--- src/rtl/stack_lifo.sv ---
//------------------------------------------------------------------------------
// Module   : stack_lifo
// Brief    : Parametrised LIFO stack with replace-top, occupancy, sticky errors
// Revision : 1.0 - initial release
//------------------------------------------------------------------------------
`default_nettype none

module stack_lifo #(
  parameter int WIDTH    = 8,
  parameter int DEPTH    = 8,
  parameter int AF_LEVEL = DEPTH - 1,
  parameter int CW       = $clog2(DEPTH + 1)
) (
  input  logic             clk_i,
  input  logic             rst_i,
  input  logic             push_i,
  input  logic             pop_i,
  input  logic             clear_i,
  input  logic [WIDTH-1:0] data_in_i,
  output logic [WIDTH-1:0] data_out_o,
  output logic [CW-1:0]    count_o,
  output logic             full_o,
  output logic             empty_o,
  output logic             almost_full_o,
  output logic             overflow_o,
  output logic             underflow_o
);

  localparam int AW = $clog2(DEPTH);

  logic [WIDTH-1:0] mem_q [DEPTH];
  logic [CW-1:0]    count_q, count_d;
  logic             ovf_q, ovf_d;
  logic             unf_q, unf_d;
  logic             we;
  logic [AW-1:0]    waddr;
  logic [CW-1:0]    count_m1;
  logic             is_full, is_empty;

  assign count_m1 = count_q - CW'(1);
  assign is_full  = (count_q == CW'(DEPTH));
  assign is_empty = (count_q == '0);

  always_comb begin
    count_d = count_q;
    ovf_d   = ovf_q;
    unf_d   = unf_q;
    we      = 1'b0;
    waddr   = '0;
    if (clear_i) begin
      count_d = '0;
      ovf_d   = 1'b0;
      unf_d   = 1'b0;
    end else begin
      unique case ({push_i, pop_i})
        2'b10: begin
          if (is_full) begin
            ovf_d = 1'b1;
          end else begin
            we      = 1'b1;
            waddr   = count_q[AW-1:0];
            count_d = count_q + CW'(1);
          end
        end
        2'b01: begin
          if (is_empty) unf_d = 1'b1;
          else          count_d = count_m1;
        end
        2'b11: begin
          // Empty push+pop still pushes, but the pop half is an error.
          we = 1'b1;
          if (is_empty) begin
            waddr   = '0;
            count_d = CW'(1);
            unf_d   = 1'b1;
          end else begin
            waddr = count_m1[AW-1:0];
          end
        end
        default: ;
      endcase
    end
  end

  always_ff @(posedge clk_i) begin
    if (rst_i) begin
      count_q <= '0;
      ovf_q   <= 1'b0;
      unf_q   <= 1'b0;
    end else begin
      count_q <= count_d;
      ovf_q   <= ovf_d;
      unf_q   <= unf_d;
    end
  end

  always_ff @(posedge clk_i) begin
    if (!rst_i && we) mem_q[waddr] <= data_in_i;
  end

  assign data_out_o    = is_empty ? '0 : mem_q[count_m1[AW-1:0]];
  assign count_o       = count_q;
  assign full_o        = is_full;
  assign empty_o       = is_empty;
  assign almost_full_o = (count_q >= CW'(AF_LEVEL));
  assign overflow_o    = ovf_q;
  assign underflow_o   = unf_q;

endmodule

`default_nettype wire

--- config.mk ---
export PLATFORM = sky130hd
export DESIGN_NAME = stack_lifo
export DESIGN_NICKNAME = d
export VERILOG_FILES = /design/src/rtl/stack_lifo.sv
export SDC_FILE = /design/constraint.sdc
export NUM_CORES = 1
export LEC_CHECK = 0
export CORE_MARGIN = 1.5
export CORE_UTILIZATION = 32
export CTS_BUF_LIST = sky130_fd_sc_hd__clkbuf_8
export DETAILED_ROUTE_END_ITERATION = 10
export SYNTH_ARGS = -nofsm -noshare
export SYNTH_HDL_FRONTEND = slang
export SYNTH_SLANG_ARGS = --single-unit
--- constraint.sdc ---
create_clock -name clk_i -period 3.4 [get_ports clk_i]
set_input_delay 0.51 -clock clk_i [delete_from_list [all_inputs] [get_ports clk_i]]
set_output_delay 0.51 -clock clk_i [all_outputs]
set_load 0.05 [all_outputs]
Word level (Yosys, flattened, before mapping)

Memories as Yosys holds them, arrays and structs flattened.
Index checks and enable logic that the tools add are counted.

Logic and storage cells: 37
Memories kept: 1
Bits in writable memories: 64
Bits of input ports: 13
Register bits: 6
Output and inout port bits: 17

Memories:

| name  | depth | bits a word | read ports | clocked after memory_dff | wr ports | RTL line | RTL |
|---|---|---|---|---|---|---|---|
| mem_q | 8     | 8           | 1          | 0                        | 1        | 31       | `logic [WIDTH-1:0] mem_q [DEPTH];` |

Add/sub/neg operators: 2
Order comparisons: 1
Reductions and logical operators: 9
Mux-type cells: 14
Equal/unequal tests: 7

Operators with widths:

| kind                  | count |
|---|---|
| $mux W4               | 3 |
| $pmux W4 S3           | 1 |
| $mux W3               | 3 |
| $mux W8               | 1 |
| $ne A2 B2 Y1 const B  | 3 |
| $pmux W3 S2           | 1 |
| $add A4 B1 Y4 const B | 1 |
| $eq A2 B2 Y1 const B  | 2 |
| $eq A4 B4 Y1 const B  | 1 |
| $ge A4 B3 Y1 const B  | 1 |
| $logic_not A4 Y1      | 1 |
| $mux W1               | 4 |
| $reduce_and A2 Y1     | 2 |
| $reduce_and A4 Y1     | 1 |
| $reduce_or A2 Y1      | 2 |
| $sub A4 B1 Y4 const B | 1 |
| $reduce_bool A3 Y1    | 1 |
| $eq A2 B1 Y1 const B  | 1 |
| $pmux W1 S2           | 1 |
| $logic_and A1 B1 Y1   | 1 |
| $logic_not A1 Y1      | 1 |

Depth between registers and ports, before layout

Gate-level depths: netlist (run 1).

Word-level depth: 7
Gate-level depth with buffers: 9

Least setup slack after synthesis (run 1)

OpenSTA, ideal clock, no wires.

Path type: flip-flop to output port
From: reg count_q[0] (netlist: count_o[0])
To: out data_out_o[4]
Slack: -0.124 ns
Data required time: 2.890 ns
Arrival time: 3.014 ns
Cell stages (with the launch flop): 10
Cell sequence: dfxtp_1 -> buf_6 -> buf_2 -> inv_1 -> ha_1 -> clkbuf_1 -> buf_2 -> mux4_2 -> nand2_1 -> a21oi_1

Word-level cells in the longest chain between the ends: 3

Ends and longest elaborated chain:

| element                  | RTL line | RTL |
|---|---|---|
| start: declaration       | 32       | `logic [CW-1:0] count_q, count_d;` |
| start signal: assignment | 91       | `count_q <= count_d;` |
| $sub A4 B1 Y4            | 40       | `assign count_m1 = count_q - CW'(1);` |
| $mem_v2 Z8 W8            | n/a      |  |
| $mux W8 (*)              | 101      | `assign data_out_o = is_empty ? '0 : mem_q[count_m1[AW-1:0]];` |
| end: declaration         | 20       | `output logic [WIDTH-1:0] data_out_o,` |

Mark *: on every way between the ends. The rest lies on a longest branch, timed or not.

Final worst setup path (run 1)

From: reg count_q[1] (netlist: count_o[1])
To: out data_out_o[4]

Same word-level chain as after synthesis.

==> impl_metrics.csv, run 1 <==
group,metric,value,unit
critical_path,rrSetupSlack,940,ps
critical_path,startpoint_type,"flip-flop",
critical_path,arrival,2420,ps
worst_hold_path,hold_class,"flip-flop to flip-flop",
clock_tree,cts_buffers,9,
yosys,syn-mean-instance-area,15.7,µm²
clock_tree,htreeDepth,3,
critical_path,endpoint_kind,"primary output",
clock_tree,clk_pin_slew_worst_paths,80,ps
critical_path,crit_type,"flip-flop to primary output",
routing,drt_drc_violations_left,0,
yosys,synth_edf_count,64,
critical_path,path_delay_family,"XOR/XNOR gates",
finish,final_common_cell,"edfxtp_1",
timing,clock_skew,9.87,ps
die,core,0.00928,mm²
grt,antenna_found_initial,0,
routing,via_per_inst,4.82,
critical_path,crit_required,2890,ps
routing,met1_length,2900,µm
routing,top_layer,"met4",
finish,final_cell_mix,"64 x edfxtp_1, 25 x nand2_1, 19 x clkdlybuf4s50_1, 16 x mux4_2, 15 x nor2_1",
finish,final_nets,253,
yosys,synth-compound-area-share,8.32,%
clock_tree,cts_max_path_buffers,2,
timing,setup_viol,0,
power,vdd_drop_max,0.235,mV
yosys,synth_cells,195,
clock_tree,root_buffer,"clkbuf_8",
grt,grt-ovfl-total,0,
finish,drive_gt1_share,28.9,%
grt,grt_pass1_vias,1854,
clock_tree,post_cts_resized,0,
grt,grt_pass1_wl,10300,µm
clock_tree,hold_buffers,0,
die,die_area,0.0102,mm²
critical_path,crit_chain,"inv_1 > ha_1 > xor2_1 > nand2_1 > a21oi_2 > buf_12",
flow_run,maxCapViolCount,0,
die,die_y,101,µm
place,gp_congestion,0.809,
critical_path,reg2reg_depth,7,
finish,final_cell_area,0.00384,mm²
timing,layout_min_cycle_time,2930,ps
yosys,synth_nets,211,
timing,worstMarginPinSlew,670,ps
critical_path,crit_slowest_cell,"xor2_1",
yosys,ys_seq_elements,70,
timing,rsz0062_at_grt,"false",
timing,slew_viol_final,0,
finish,areaGrowthSynthToFinish,25.0,%
clock_tree,cts_tree,"yes",
yosys,synthXorXnorAreaFrac,1.14,%
timing,relSlewSlack,55.2,%
routing,firstDrtPassIters,4,
die,start_util,33.1,%
yosys,synthAdderAreaFrac,1.22,%
yosys,ys_seq_area_share,66.5,%
power,leakagePower,0.00125,µW
worst_hold_path,min_to,"underflow_o$_SDFFE_PP0P_",
run_status,run_status,"finished clean",
timing,period_share,86.1,%
place,port_buffers,29,
worst_hold_path,min_from,"underflow_o$_SDFFE_PP0P_",
critical_path,r2r_start,"count_o[1]$_SDFFE_PP0P_",
die,die_w,101,µm
critical_path,path_max_fanout,8,
critical_path,worst-path-buf-inv,2,
yosys,synth_area,0.00307,mm²
routing,drtIter0Drc,127,
die,design.portCount,30,
routing,antenna_left,0,
finish,diodes,0,
routing,totalWireLength,6280,µm
clock_tree,clkSinkCount,70,
clock_tree,clk_latency,340,ps
routing,met2_length,2940,µm
critical_path,max_stage_delay,570,ps
critical_path,rr_endpoint,"mem_q[2][1]$_DFFE_PP_",
place,dpl_cell_area,0.00367,mm²
grt,grtUsageTotal,13.9,%
routing,wl_per_cell,16.9,µm
clock_tree,post-cts-setup-buffer-count,0,
yosys,synth_flop_cell,"edfxtp_1",
routing,vias,1790,
routing,routed-wl-met3,374,µm
yosys,synth_top_family_by_area,"multiplexers",
yosys,synth_simple_gate_area_share,8.68,%
yosys,synthMuxAreaShare,11.7,%
die,rows,35,
grt,grt_max_degree,28,
place,dp_hpwl,4410,µm
power,power_density,500,mW/mm²
yosys,synthArstFlopShare,0,%
worst_hold_path,hold_depth,2,
timing,finalHoldViolCount,0,
yosys,yosysUniqueCellTypes,40,
timing,setup_tns,0,ps
timing,max_freq,0.342,GHz
yosys,yosysWarnings,0,
## cells by family (layout without fill, tap and decap cells)
kind of cell             after synthesis  after routing
flip-flops                            70             70
AND/OR/NAND/NOR                       55             55
AO/OA/AOI/OAI                         33             33
multiplexers                          16             16
buffers and inverters                 14             61
XOR/XNOR                               4              4
adder cells (fa/ha/maj)                3              3
## flip-flops by register name, summed over array words and instances (netlist names)
register     cells
underflow_o      1
overflow_o       1
mem_q           64
count_o          4
## routing by layer
metal	vias up	track usage [%]
met3	5	4.09
met5	-	0
met1	888	19.0
met4	0	4.49
li1	847	-
met2	50	21.4
## worst register-to-register path, cell delays in order, from the launching register on
cell      delay (ps)
dfxtp_1          490
inv_1            140
ha_1             280
nand2b_1         310
o211a_1          230
or3b_1           420
nor2_1           120
buf_4            180
## worst max-delay path by stage
stage | startpoint | to | slack, ps | cells after the start
floorplan | count_o[0]$_SDFFE_PP0P_ | data_out_o[4] | 130 | 9
global placement | pop_i | mem_q[5][0]$_DFFE_PP_ | 550 | 6
detailed placement | pop_i | mem_q[5][1]$_DFFE_PP_ | 490 | 6
CTS | count_o[1]$_SDFFE_PP0P_ | data_out_o[7] | 410 | 6
global route | count_o[1]$_SDFFE_PP0P_ | data_out_o[7] | 240 | 6
finish | count_o[1]$_SDFFE_PP0P_ | data_out_o[4] | 470 | 6
## synthesized netlist by cell type, drive strengths merged, types with 2 or more instances
| master | n | share of area, % |
|---|---|---|
| ha | 3 | 1.2 |
| edfxtp | 64 | 63 |
| or3b | 2 | 0.57 |
| mux4 | 16 | 12 |
| buf | 9 | 1.8 |
| nor2 | 16 | 2.0 |
| dfxtp | 6 | 3.9 |
| nand2b | 3 | 0.61 |
| inv | 4 | 0.49 |
| nand2 | 25 | 3.1 |
| xor2 | 2 | 0.57 |
| xnor2 | 2 | 0.57 |
| a21oi | 12 | 2.0 |
| o32ai | 2 | 1.1 |
| o21ai | 5 | 0.82 |
| a211oi | 5 | 1.6 |
| o221a | 2 | 0.73 |
## per-stage QoR
step | setup slack (ps) | hold slack (ps) | utilization (%) | std cells | total power (µW)
after floorplan | 132 | 609 | - | 195 | 1220
after global placement | 553 | 485 | 39.5 | 355 | 1380
after detailed placement | 493 | 483 | 39.5 | 355 | 1380
after CTS | 411 | 505 | 41.3 | 371 | 1950
after global routing | 241 | 519 | 41.3 | 371 | 2010
final | 474 | 492 | 41.3 | 371 | 1920
## power by group
group          leakage [µW]  total (µW)  internal (µW)  switching, µW
Combinational      0.000541         397            167            229
Sequential         0.000625         959            951           7.90
Clock             0.0000862         565            259            306
## final cells by class
| cell class | instances | area [µm²] |
|---|---|---|
| clock inverters | 7 | 42.5 |
| repair buffers | 41 | 468 |
| flip-flops and latches | 70 | 2040 |
| well taps | 129 | 161 |
| fillers | 883 | 5450 |
| inverters | 4 | 15.0 |
| multi-input cells | 111 | 985 |
| clock buffers | 9 | 124 |
Note: power is estimated with default switching activity, not from simulation.
==> run 2, diff against run 1 <==
--- a/config.mk
+++ b/config.mk
@@ -6,9 +6,12 @@
 export NUM_CORES = 1
 export LEC_CHECK = 0
 export CORE_MARGIN = 1.5
-export CORE_UTILIZATION = 32
+export CORE_UTILIZATION = 55
 export CTS_BUF_LIST = sky130_fd_sc_hd__clkbuf_8
 export DETAILED_ROUTE_END_ITERATION = 10
+export PLACE_DENSITY = 0.77
+export RECOVER_POWER = 100
+export REMOVE_ABC_BUFFERS = 1
 export SYNTH_ARGS = -nofsm -noshare
 export SYNTH_HDL_FRONTEND = slang
 export SYNTH_SLANG_ARGS = --single-unit
==> impl_metrics.csv, run 2 (synthesis results as in run 1) <==
group,metric,value,unit
place,dp_hpwl,4310,µm
routing,vias,1886,
routing,drtIter0Drc,186,
clock_tree,root_buffer,"clkbuf_8",
place,place_worst_setup_slack,558,ps
finish,final_nets,255,
clock_tree,clk_pin_slew_worst_paths,80,ps
power,power_density,553,mW/mm²
die,die_area,0.00604,mm²
finish,drive_gt1_share,19.3,%
power,swShare,26.5,%
finish,areaGrowthSynthToFinish,20.3,%
critical_path,endpoint_kind,"primary output",
power,switchingPower,541,µW
die,design.portCount,30,
timing,clock_skew,11.9,ps
routing,drt_drc_violations_left,0,
clock_tree,post-cts-setup-buffer-count,0,
finish,final_common_cell,"edfxtp_1",
power,leakagePower,0.00131,µW
finish,final_cell_mix,"64 x edfxtp_1, 25 x nand2_1, 16 x nor2_1, 16 x mux4_2, 15 x dlygate4sd3_1",
die,rows,27,
routing,wl_per_cell,20.4,µm
power,sequentialPowerShare,47.0,%
critical_path,max_stage_delay,620,ps
critical_path,crit_chain,"inv_1 > ha_1 > buf_4 > mux4_2 > nand2_1 > a21oi_1 > buf_12",
clock_tree,clk_latency,340,ps
place,dpl_cell_area,0.00357,mm²
grt,antenna_found_initial,0,
timing,period_share,90.8,%
power,p_int,1500,µW
grt,grt_pass1_vias,1922,
critical_path,crit_type,"flip-flop to primary output",
timing,slew_viol_final,0,
timing,setup_viol,0,
finish,nFillCells,379,
die,start_util,56.4,%
clock_tree,htreeDepth,3,
clock_tree,clkSinkCount,70,
routing,firstDrtPassIters,4,
place,port_buffers,29,
grt,grt_pass1_wl,10200,µm
clock_tree,cts_tree,"yes",
finish,largest_reg_flops,64,
clock_tree,cts_buffers,9,
finish,final_core_util,67.9,%
power,power_frac_clock,36.1,%
die,core,0.00544,mm²
routing,antenna_left,0,
critical_path,crit_required,2890,ps
critical_path,startpoint_type,"flip-flop",
critical_path,path_max_fanout,12,
timing,relSlewSlack,38.5,%
finish,final_cell_area,0.00369,mm²
power,power.total,2040,µW
worst_hold_path,hold_class,"flip-flop to flip-flop",
flow_run,maxCapViolCount,0,
timing,worstMarginPinSlew,919,ps
critical_path,rrSetupSlack,420,ps
timing,timing.final.ws_setup,312,ps
grt,grtUsageTotal,23.8,%
clock_tree,hold_buffers,0,
die,die_y,77.7,µm
timing,layout_min_cycle_time,3090,ps
timing,finalHoldViolCount,0,
grt,grt-ovfl-total,0,
routing,totalWireLength,6460,µm
timing,rsz0062_at_grt,"false",
finish,regMostFlops,"mem_q",
critical_path,crit_slowest_cell,"ha_1",
grt,grt_max_degree,28,
finish,diodes,0,
die,die_w,77.7,µm
power,vdd_drop_max,0.476,mV
routing,via_per_inst,5.97,
place,gp_congestion,0.848,
critical_path,arrival,2580,ps
power,p_comb_share,16.9,%
run_status,run_status,"finished clean",
clock_tree,post_cts_resized,0,
timing,max_freq,0.324,GHz
clock_tree,cts_max_path_buffers,2,
==> run 2: cell type report <==
class | instances | area, µm² | share of cell area (%)
Clock buffer | 9 | 124 | 3.35
Clock inverter | 7 | 96.3 | 2.61
Inverter | 4 | 15.0 | 0.407
Multi-Input combinational cell | 111 | 940 | 25.4
Sequential cell | 70 | 2040 | 55.3
Tap cell | 72 | 90.1 | 2.44
Timing Repair Buffer | 43 | 387 | 10.5
==> run 2: metal layers <==
layer  vias to the layer above  wire length, µm  track usage [%]
met5                         -                0                0
met4                         0               95             10.4
li1                        854                -                -
met2                        84             3170             35.4
met3                         9              513             6.12
met1                       939             2680             33.3
==> run 2: path summary, 6_finish.rpt <==
kind / start / cells past startpoint / endpoint
setup reg to reg: count_o[0]$_SDFFE_PP0P_ / 6 / mem_q[7][4]$_DFFE_PP_
hold reg to reg: overflow_o$_SDFFE_PP0P_ / 2 / overflow_o$_SDFFE_PP0P_
hold / removal: overflow_o$_SDFFE_PP0P_ / 2 / overflow_o$_SDFFE_PP0P_
setup / recovery: count_o[1]$_SDFFE_PP0P_ / 7 / data_out_o[3]
==> run 2: stage by stage <==
stage | std cells | hold WS, ps | TNS, ps
3_3_place_gp | 300 | 454 | 0
5_1_grt | 316 | 522 | 0
3_5_place_dp | 300 | 463 | 0
2_1_floorplan | 185 | 609 | -9750
6_report | 316 | 476 | 0
4_1_cts | 316 | 492 | 0
==> run 2: power groups by stage <==
stage               combinational, µW  sequential, µW  clock [µW]
floorplan                         204             997           0
global placement                  375             978           0
finish                            345             959         736
CTS                               382             959         750
global route                      368             960         789
detailed placement                380             979           0
==> run 2: worst max-delay path: cells and delay by family (launching register included) <==
| kind | cells | cell delay, ps |
|---|---|---|
| fa+ha+maj | 1 | 620 |
| buf+inv | 3 | 610 |
| flops | 1 | 480 |
| mux | 1 | 320 |
| compound gates | 1 | 110 |
| simple gates | 1 | 90 |
